===== src/rtl/square_function_if.sv =====
// rtl/square_function_if.sv - start/result handshake bundle for the sequential squarer
interface square_function_if #(
  parameter int WIDTH = 16
);
  logic                   ce;
  logic [WIDTH-1:0]       x_in;
  logic [2*WIDTH-1:0]     x_out;
  logic                   rdy;
  logic                   busy;

  modport master (
    output ce,
    output x_in,
    input  x_out,
    input  rdy,
    input  busy
  );

  modport slave (
    input  ce,
    input  x_in,
    output x_out,
    output rdy,
    output busy
  );
endinterface


===== src/rtl/square_function.sv =====
// rtl/square_function.sv - shift-add unsigned squarer, one multiplier bit per cycle
module square_function #(
  parameter int WIDTH = 16
) (
  input  logic             clk,
  input  logic             reset_n,
  square_function_if.slave sq
);

  localparam int CW = (WIDTH > 1) ? $clog2(WIDTH) : 1;
  localparam logic [CW-1:0] LAST = CW'(WIDTH - 1);

  typedef enum logic {
    IDLE,
    CALC
  } state_t;

  state_t               state;
  logic [2*WIDTH-1:0]   acc;
  logic [2*WIDTH-1:0]   mcand;
  logic [WIDTH-1:0]     mplier;
  logic [CW-1:0]        cnt;
  logic [2*WIDTH-1:0]   sum;

  // The last step's sum goes straight to x_out so x_out never shows a partial product.
  always_comb begin
    sum = acc;
    if (mplier[0]) begin
      sum = acc + mcand;
    end
  end

  always_ff @(posedge clk) begin
    if (!reset_n) begin
      state    <= IDLE;
      acc      <= '0;
      mcand    <= '0;
      mplier   <= '0;
      cnt      <= '0;
      sq.x_out <= '0;
      sq.rdy   <= 1'b0;
      sq.busy  <= 1'b0;
    end else begin
      sq.rdy <= 1'b0;
      case (state)
        IDLE: begin
          if (sq.ce) begin
            mcand   <= {{WIDTH{1'b0}}, sq.x_in};
            mplier  <= sq.x_in;
            acc     <= '0;
            cnt     <= '0;
            sq.busy <= 1'b1;
            state   <= CALC;
          end
        end
        CALC: begin
          acc    <= sum;
          mcand  <= mcand << 1;
          mplier <= mplier >> 1;
          cnt    <= cnt + CW'(1);
          if (cnt == LAST) begin
            sq.x_out <= sum;
            sq.rdy   <= 1'b1;
            sq.busy  <= 1'b0;
            state    <= IDLE;
          end
        end
        default: state <= IDLE;
      endcase
    end
  end

endmodule


===== src/flat_wrapper.sv =====
// flat-port wrapper written by rule: the top's interface ports become plain ports
module square_function_flat 
#(
  parameter int WIDTH = 16
)
  (clk, reset_n, sq_ce, sq_x_in, sq_x_out, sq_rdy, sq_busy);
  square_function_if #(.WIDTH(WIDTH)) sq_i ();
  input  logic clk;
  input  logic reset_n;
  input wire logic [$bits(sq_i.ce)-1:0] sq_ce;
  input wire logic [$bits(sq_i.x_in)-1:0] sq_x_in;
  output wire logic [$bits(sq_i.x_out)-1:0] sq_x_out;
  output wire logic [$bits(sq_i.rdy)-1:0] sq_rdy;
  output wire logic [$bits(sq_i.busy)-1:0] sq_busy;
  assign sq_i.ce = sq_ce;
  assign sq_i.x_in = sq_x_in;
  assign sq_x_out = sq_i.x_out;
  assign sq_rdy = sq_i.rdy;
  assign sq_busy = sq_i.busy;
  square_function #(.WIDTH(WIDTH)) u_core (.clk(clk), .reset_n(reset_n), .sq(sq_i));
endmodule

===== config.mk =====
export PLATFORM = sky130hd
export DESIGN_NAME = square_function_flat
export DESIGN_NICKNAME = d
export VERILOG_FILES = /design/src/rtl/square_function_if.sv /design/src/rtl/square_function.sv /design/src/flat_wrapper.sv
export SDC_FILE = /design/constraint.sdc
export NUM_CORES = 1
export LEC_CHECK = 0
export CORE_MARGIN = 2
export CORE_UTILIZATION = 55
export CTS_CLUSTER_SIZE = 8
export DETAILED_ROUTE_END_ITERATION = 7
export HOLD_SLACK_MARGIN = 0.03
export PLACE_DENSITY = 0.82
export SLEW_MARGIN = 20
export SYNTH_ARGS = -nofsm -noshare
export SYNTH_HDL_FRONTEND = slang
export SYNTH_SLANG_ARGS = --single-unit

===== constraint.sdc =====
create_clock -name clk -period 5.06 [get_ports clk]
set_input_delay 1.012 -clock clk [delete_from_list [all_inputs] [get_ports clk]]
set_output_delay 1.012 -clock clk [all_outputs]
set_load 0.02 [all_outputs]

==> impl_results.md, run 1 <==
- FMAX: 341.7 MHz
- Most frequent CP cell: a21oi_1
- Post-synth EDFFs: 0
- Final Hold Viols: 0
- Sequential-to-total area share from yosys stat: between 30% and 40%
- Cell leakage power: approximately 3.2 nW
- 1st-iter DRT viols: approximately 430
- RSZ-0062 raised after global routing: no
- Residual DRC: 0
- Flops & latches, synth: 119
- Row cnt: 40
- Final Max Tran Viols: 0
- Largest stage delay on the critical path: a little over 0.4 ns
- Critical Path Start: u_core.mcand[0]$_SDFFE_PN0P_
- Number of global-route vias before repair: 5563
- Status: finished clean
- Post-DR wirelength/cell: about 17 microns
- Async S/R FF share, synth: 0%
- Max_cap viols: 0
- Final Wtd Congestion: a little under 0.9
- R2R Path End: u_core.sq.x_out[26]$_SDFFE_PN0P_
- Num CTS Buffers: 17
- Number of routed nets with antenna violations: 0
- Number of cells in the finished layout apart from fillers: 966
- Worst hold slack: between 0.4 and 0.5 ns
- Core Region: approximately 0.012 sq mm
- GRT Overall Usage: between 20% and 30%
- Die X: between 100 and 150 microns
- Total negative slack: 0 ns
- Commonest register cell after synthesis: dfxtp_1
- First-pass GRT wire length: roughly 27 mm
- VDD IR max: 217.0 uV
- Critical path startpoint category: flip-flop
- Syn avg cell area: between 8 and 9 sq um
- Crit Path Class: flip-flop to flip-flop
- Clock H-tree levels: 4
- Post-synthesis net count: around 840
- Peak fanout along the critical path: 5
- CP endpoint kind: flip-flop
- Worst slew margin: 39.71%
- DR vias/cell: about 6.0
- Clock tree from TritonCTS: built
- Clock Latency Late Sink: ~0.42 ns
- P per Cell Area: 317.1 mW/mm^2
- CTS Buffer Depth: 2
- Cell variety after synth: 57
- Detail Placement HPWL: approximately 11 mm
- Post-Layout Inst Area: 0.007796 sq mm
- Post-Syn Area: between 0.006 and 0.007 sq mm
- CTS root buf: clkbuf_16
- I/O Pins: 53
- Post-CTS setup buffer count: 0
- Die Span Y: around 110 microns
- Initial antenna violation count: 0
- CP delay by family, top: compound AO/OA/AOI/OAI gates
- Slew @ Worst Pin: 0.9044 ns
- Nets: approximately 860
- Hold Path Class: flip-flop to flip-flop
- Largest net degree at the start of global routing: 70
- GRT overflow: 0
- CP required: between 5 and 6 ns
- Starting density of the core: 55.70%
- Share of layout cells above drive strength 1: 7.692%
- Die area: about 0.013 sq mm
- Port bufs: 52
- Clock transition at path regs: approximately 0.05 ns
- P&R area growth vs syn: 18.01%
- Worst path slowest cell: fa_1
- Fin crit period: around 3 ns
- Reg2reg path depth: 11
- Final setup viols: 0
- Crit-path cells: ha_1 > fa_1 > a21oi_1 > o21ai_0 > a211oi_2 > o211ai_2 > a21boi_1 > o21ai_2 > a21o_1 > a221oi_1 > a21oi_1
- Reg2reg start: u_core.mcand[0]$_SDFFE_PN0P_
- Tcrit/Tclk final: around 58%
- Worst path buffer plus inverter count: 0
- Reg2reg setup slack: about 2.1 ns
- Arr. time, crit path: around 3.2 ns
- Setup Skew: between 0.009 and 0.01 ns
- DRT Wirelength: ~16 mm
- Cells after DPL: roughly 930
- DP Area: ~0.0072 sq mm
- Post-synthesis cell count: around 780
- DR vias: 5815
- Total power: between 2 and 2.5 mW
- CP endpoint: u_core.sq.x_out[26]$_SDFFE_PN0P_
- WP depth: 11
- N_diodes: 0
- Drt first pass iters: 5
- Sink Count: roughly 120
- Yosys Warn Count: 0
- Cts hold-fix bufs: 0
- Post-CTS sizing: 0
-- cells in the mapped netlist (all sizes together) (10+ instances only) --
master | instances | area (sq um)
buf | 11 | 41.29
o21ai | 63 | 322.8
a21o | 15 | 112.6
xnor2 | 16 | 140.1
dfxtp | 119 | 2382
nand2 | 61 | 229.0
nor2 | 44 | 165.2
ha | 32 | 400.4
mux2i | 43 | 430.4
nor2b | 49 | 306.5
xor2 | 12 | 105.1
nand3 | 13 | 70.07
nor3b | 31 | 232.7
a22oi | 10 | 75.07
inv | 11 | 41.29
a21oi | 112 | 571.8
clkbuf | 44 | 165.2
-- cell families after synthesis --
kind of cell	after synthesis	share of synthesized area [%]
compound gates	257	24.11
simple gates	229	18.24
flops	119	36.06
buf+inv	67	3.807
mux	50	7.708
fa+ha+maj	33	6.364
xor+xnor	28	3.712
-- power breakdown --
part	leakage, nW	internal [mW]	switching (mW)	total (mW)
clock network	0.313	0.871	0.417	1.29
logic	1.95	0.0781	0.122	0.200
registers	0.967	0.965	0.0196	0.985
-- worst register-to-register path: stages (launching register included) --
cell and delay [ns]:
dfxtp_1 0.33, ha_1 0.23, fa_1 0.41, a21oi_1 0.20
o21ai_0 0.17, a211oi_2 0.29, o211ai_2 0.20, a21boi_1 0.23
o21ai_2 0.13, a21o_1 0.22, a221oi_1 0.26, a21oi_1 0.11
-- metrics by stage --
step	utilization (%)	setup WS [ns]
final	65.73	2.134
after global placement	60.31	2.219
after floorplan	-	2.479
after CTS	65.63	2.127
after global routing	65.73	1.878
after detailed placement	60.31	2.172
-- registers in the layout, indices dropped and copies added, names as in the netlist --
register / count
u_core.acc: 32
u_core.mcand: 32
u_core.sq.x_out: 32
u_core.mplier: 16
u_core.cnt: 4
u_core.sq.busy: 1
u_core.sq.rdy: 1
u_core.state: 1
-- routing by layer --
metal	part of all wire [%]	track usage (%)
met5	0	0
met4	1.8	8.780
met3	5.9	5.048
met2	44	41.68
met1	48	37.01
-- worst min path at each step --
stage,depth (start not counted),endpoint,slack (ns),start
final,2,u_core.sq.x_out[7]$_SDFFE_PN0P_,0.47,u_core.sq.x_out[7]$_SDFFE_PN0P_
after global placement,2,u_core.sq.x_out[24]$_SDFFE_PN0P_,0.46,u_core.sq.x_out[24]$_SDFFE_PN0P_
after CTS,2,u_core.sq.x_out[3]$_SDFFE_PN0P_,0.47,u_core.sq.x_out[3]$_SDFFE_PN0P_
after detailed placement,2,u_core.sq.x_out[3]$_SDFFE_PN0P_,0.46,u_core.sq.x_out[3]$_SDFFE_PN0P_
after floorplan,2,u_core.mplier[15]$_SDFFE_PN0P_,0.45,u_core.mplier[15]$_SDFFE_PN0P_
after global routing,2,u_core.sq.x_out[11]$_SDFFE_PN0P_,0.50,u_core.sq.x_out[11]$_SDFFE_PN0P_
-- area by class of cell --
type,instances,area [sq um]
Tap cell,147,183.9
Inverter,12,45.04
Clock buffer,23,488.0
Timing Repair Buffer,60,574.3
Fill cell,999,4065
Multi-Input combinational cell,597,3978
Sequential cell,119,2384
Clock inverter,8,143.9
-- layout by cell type (no fill, tap or decap), types with 5 or more instances in the layout --
cell	Yosys	layout
mux2i_1	43	43
nand2_1	61	61
mux2_2	7	7
a21boi_0	7	7
nor3b_1	31	31
o21ai_0	59	59
o211a_1	9	9
a21oi_1	109	109
ha_1	32	32
clkbuf_16	0	17
nor3_1	8	7
xnor2_1	16	16
nor2b_1	49	49
nand4_1	5	5
nand3_1	12	12
a22o_1	8	8
inv_1	10	10
nor2_1	44	44
dfxtp_1	119	118
buf_4	0	7
a21o_1	15	15
a22oi_1	10	10
clkdlybuf4s50_1	0	50
xor2_1	12	12
(Power assumes the default switching activity.)
==> inputs of run 2 (changes only) <==
==> constraint.sdc (replaced) <==
create_clock -name clk -period 2.7 [get_ports clk]
set_input_delay 0.54 -clock clk [delete_from_list [all_inputs] [get_ports clk]]
set_output_delay 0.54 -clock clk [all_outputs]
set_load 0.02 [all_outputs]
==> impl_results.md, run 2 (same netlist as run 1, synthesis figures left out) <==
- Status: finished clean
- Tcrit/Tclk final: 97.87% (+40 points)
- Clock tree from TritonCTS: built
- Reg2reg setup slack: 0.06 ns (-2.08 ns)
- I/O Pins: 53 (unchanged)
- Arr. time, crit path: 2.94 ns (-0.27 ns)
- GRT overflow: 0 (unchanged)
- Max_cap viols: 0 (unchanged)
- CTS root buf: clkbuf_16
- Largest stage delay on the critical path: 0.40 ns (about the same)
- Worst path buffer plus inverter count: 0 (unchanged)
- Sink Count: 119 (unchanged)
- Cell leakage power: 3.354 nW (+3.9%)
- Fin crit period: 2.642 ns (-0.2838 ns)
- CP endpoint kind: flip-flop
- Hold_sp: u_core.sq.x_out[5]$_SDFFE_PN0P_
- Slew @ Worst Pin: 0.9040 ns (-0.0003610 ns)
- Share of layout cells above drive strength 1: 13.09% (+5.4 points)
- Number of routed nets with antenna violations: 0 (unchanged)
- CTS Buffer Depth: 2 (unchanged)
- 1st-iter DRT viols: 481 (+13%)
- Reg2reg path depth: 11 (unchanged)
- Total power: 4.672 mW (+89%)
- Cts hold-fix bufs: 0 (unchanged)
- Number of global-route vias before repair: 5880 (+5.7%)
- Starting density of the core: 55.70% (unchanged)
- Core Region: 0.01186 sq mm (unchanged)
- DR vias: 5976 (+2.8%)
- Clock H-tree levels: 4 (unchanged)
- FMAX: 378.4 MHz (+11%)
- Nets: 887 (+3.3%)
- Final core occ: 68.43% (+2.7 points)
- R2R Path End: u_core.sq.x_out[30]$_SDFFE_PN0P_
- Row cnt: 40 (unchanged)
- Critical path startpoint category: flip-flop
- N_diodes: 0 (unchanged)
- Num CTS Buffers: 17 (unchanged)
- Peak fanout along the critical path: 3 (-2)
- Commonest cells after routing, fill and taps aside: dfxtp_1 (116), a21oi_1 (106), nand2_1 (60), o21ai_0 (57), clkdlybuf4s50_1 (50)
- Die X: 113.6 microns (unchanged)
- Commonest non-fill, non-tap cell in the layout: dfxtp_1
- Reg2reg start: u_core.mcand[0]$_SDFFE_PN0P_
- Worst slew margin: 39.73% (about the same)
- CP delay by family, top: compound AO/OA/AOI/OAI gates
- Final Wtd Congestion: 0.9431 (+5.4%)
- Final Hold Viols: 0 (unchanged)
- First-pass GRT wire length: 28.23 mm (+3.1%)
- Setup Skew: 0.01331 ns (+0.003527 ns)
- P&R area growth vs syn: 22.86%
- WP depth: 11 (unchanged)
- Final Max Tran Viols: 0 (unchanged)
- Clock Latency Late Sink: 0.43 ns (about the same)
- Residual DRC: 0 (unchanged)
- CP required: 3.00 ns (-2.34 ns)
- Hold Path Class: flip-flop to flip-flop
- Post-DR wirelength/cell: 17.11 microns (+0.27%)
- Largest net degree at the start of global routing: 68 (-2.9%)
- Place WS: -0.1034 ns (-2.276 ns)
- Initial antenna violation count: 0 (unchanged)
- RSZ-0062 raised after global routing: yes
- DRT Wirelength: 17.03 mm (+3.3%)
- Hold Path Stages: 2 (unchanged)
- Final setup viols: 0 (unchanged)
- Hold EP: u_core.sq.x_out[5]$_SDFFE_PN0P_
- Die Span Y: 113.6 microns (unchanged)
- GRT Overall Usage: 27.28% (+0.72 points)
- Detail Placement HPWL: 11.52 mm (+1.9%)
- Drt first pass iters: 5 (unchanged)
- Die area: 0.01290 sq mm (unchanged)
- P per Cell Area: 575.6 mW/mm^2 (+82%)
- Port bufs: 52 (unchanged)
- VDD IR max: 415.8 uV (+92%)
- DR vias/cell: 6.006 (-0.23%)
- Clock transition at path regs: 0.05 ns (about the same)
- Total negative slack: 0 ns (unchanged)
- Worst path slowest cell: fa_2
- Crit-path cells: ha_4 > fa_2 > a21oi_4 > o21ai_2 > a211oi_2 > o211ai_2 > a21oi_2 > o21ai_2 > a221o_1 > mux2i_1 > o22ai_1
- Most frequent CP cell: o21ai_2
- Crit Path Class: flip-flop to flip-flop
- Top Registers: u_core.acc: 32 flops, u_core.mcand: 32 flops, u_core.sq.x_out: 32 flops
- Final setup margin: 0.05760 ns (-2.076 ns)
## run 2: changes by cell type in the layout (fill, tap and decap cells not counted), moves of 2 or more
| cell | change |
|---|---|
| a21oi_2 | +2 |
| ha_1 | -5 |
| clkbuf_8 | -2 |
| dfxtp_2 | +2 |
| o21ai_0 | -2 |
| ha_4 | +4 |
| o21ai_2 | +2 |
| clkinvlp_4 | +4 |
| a21oi_1 | -3 |
| buf_4 | +29 |
| dfxtp_1 | -2 |
## run 2: area by class of cell
cell class	instances	area, sq um
Multi-Input combinational cell	597	4090
Fill cell	913	3745
Sequential cell	119	2386
Timing Repair Buffer	88	780.7
Clock buffer	20	456.7
Tap cell	147	183.9
Clock inverter	12	173.9
Inverter	12	45.04
## run 2: report_power, final
group	total (mW)	switching, mW	leakage [nW]	internal (mW)
Clock	2.41	0.827	0.298	1.59
Sequential	1.85	0.0419	0.968	1.81
Combinational	0.407	0.239	2.09	0.168
## run 2: worst reg2reg max path, cell delays in order (launching register included)
cell	delay (ns)
dfxtp_2	0.34
ha_4	0.17
fa_2	0.40
a21oi_4	0.17
o21ai_2	0.09
a211oi_2	0.27
o211ai_2	0.16
a21oi_2	0.21
o21ai_2	0.08
a221o_1	0.36
mux2i_1	0.18
o22ai_1	0.11
## run 2: worst max path at each step
stage / from / endpoint
after global placement: u_core.mcand[0]$_SDFFE_PN0P_ / u_core.acc[30]$_SDFFE_PN0P_
after floorplan: u_core.mcand[0]$_SDFFE_PN0P_ / u_core.acc[30]$_SDFFE_PN0P_
after detailed placement: u_core.mcand[0]$_SDFFE_PN0P_ / u_core.sq.x_out[30]$_SDFFE_PN0P_
final: u_core.mcand[0]$_SDFFE_PN0P_ / u_core.sq.x_out[30]$_SDFFE_PN0P_
after CTS: u_core.mcand[0]$_SDFFE_PN0P_ / u_core.sq.x_out[30]$_SDFFE_PN0P_
after global routing: u_core.mcand[0]$_SDFFE_PN0P_ / u_core.sq.x_out[30]$_SDFFE_PN0P_
## run 2: repair_timing
action                     in CTS  in global routing
resized for setup               5                 18
setup endpoints to repair       9                 22
pin swaps                       5                 12
setup buffers                   2                  4
## run 2: through the flow
| stage | hold WS, ns | std cells | area, sq um |
|---|---|---|---|
| floorplan | 0.4547 | 783 | 6606 |
| global placement | 0.4535 | 957 | 7326 |
| detailed placement | 0.4571 | 957 | 7326 |
| CTS | 0.4646 | 991 | 7984 |
| global route | 0.4771 | 995 | 8117 |
| finish | 0.4610 | 995 | 8117 |
## run 2: per-layer routing
layer  routed length (microns)  track usage [%]  vias up  share of wire, %
met1                      7705            36.15     2825                45
met2                      7959            44.39      192                47
met5                         0                0        -                 0
met3                       990            4.995       35               5.8
li1                          -                -     2924                 -
met4                       373            10.65        0               2.2
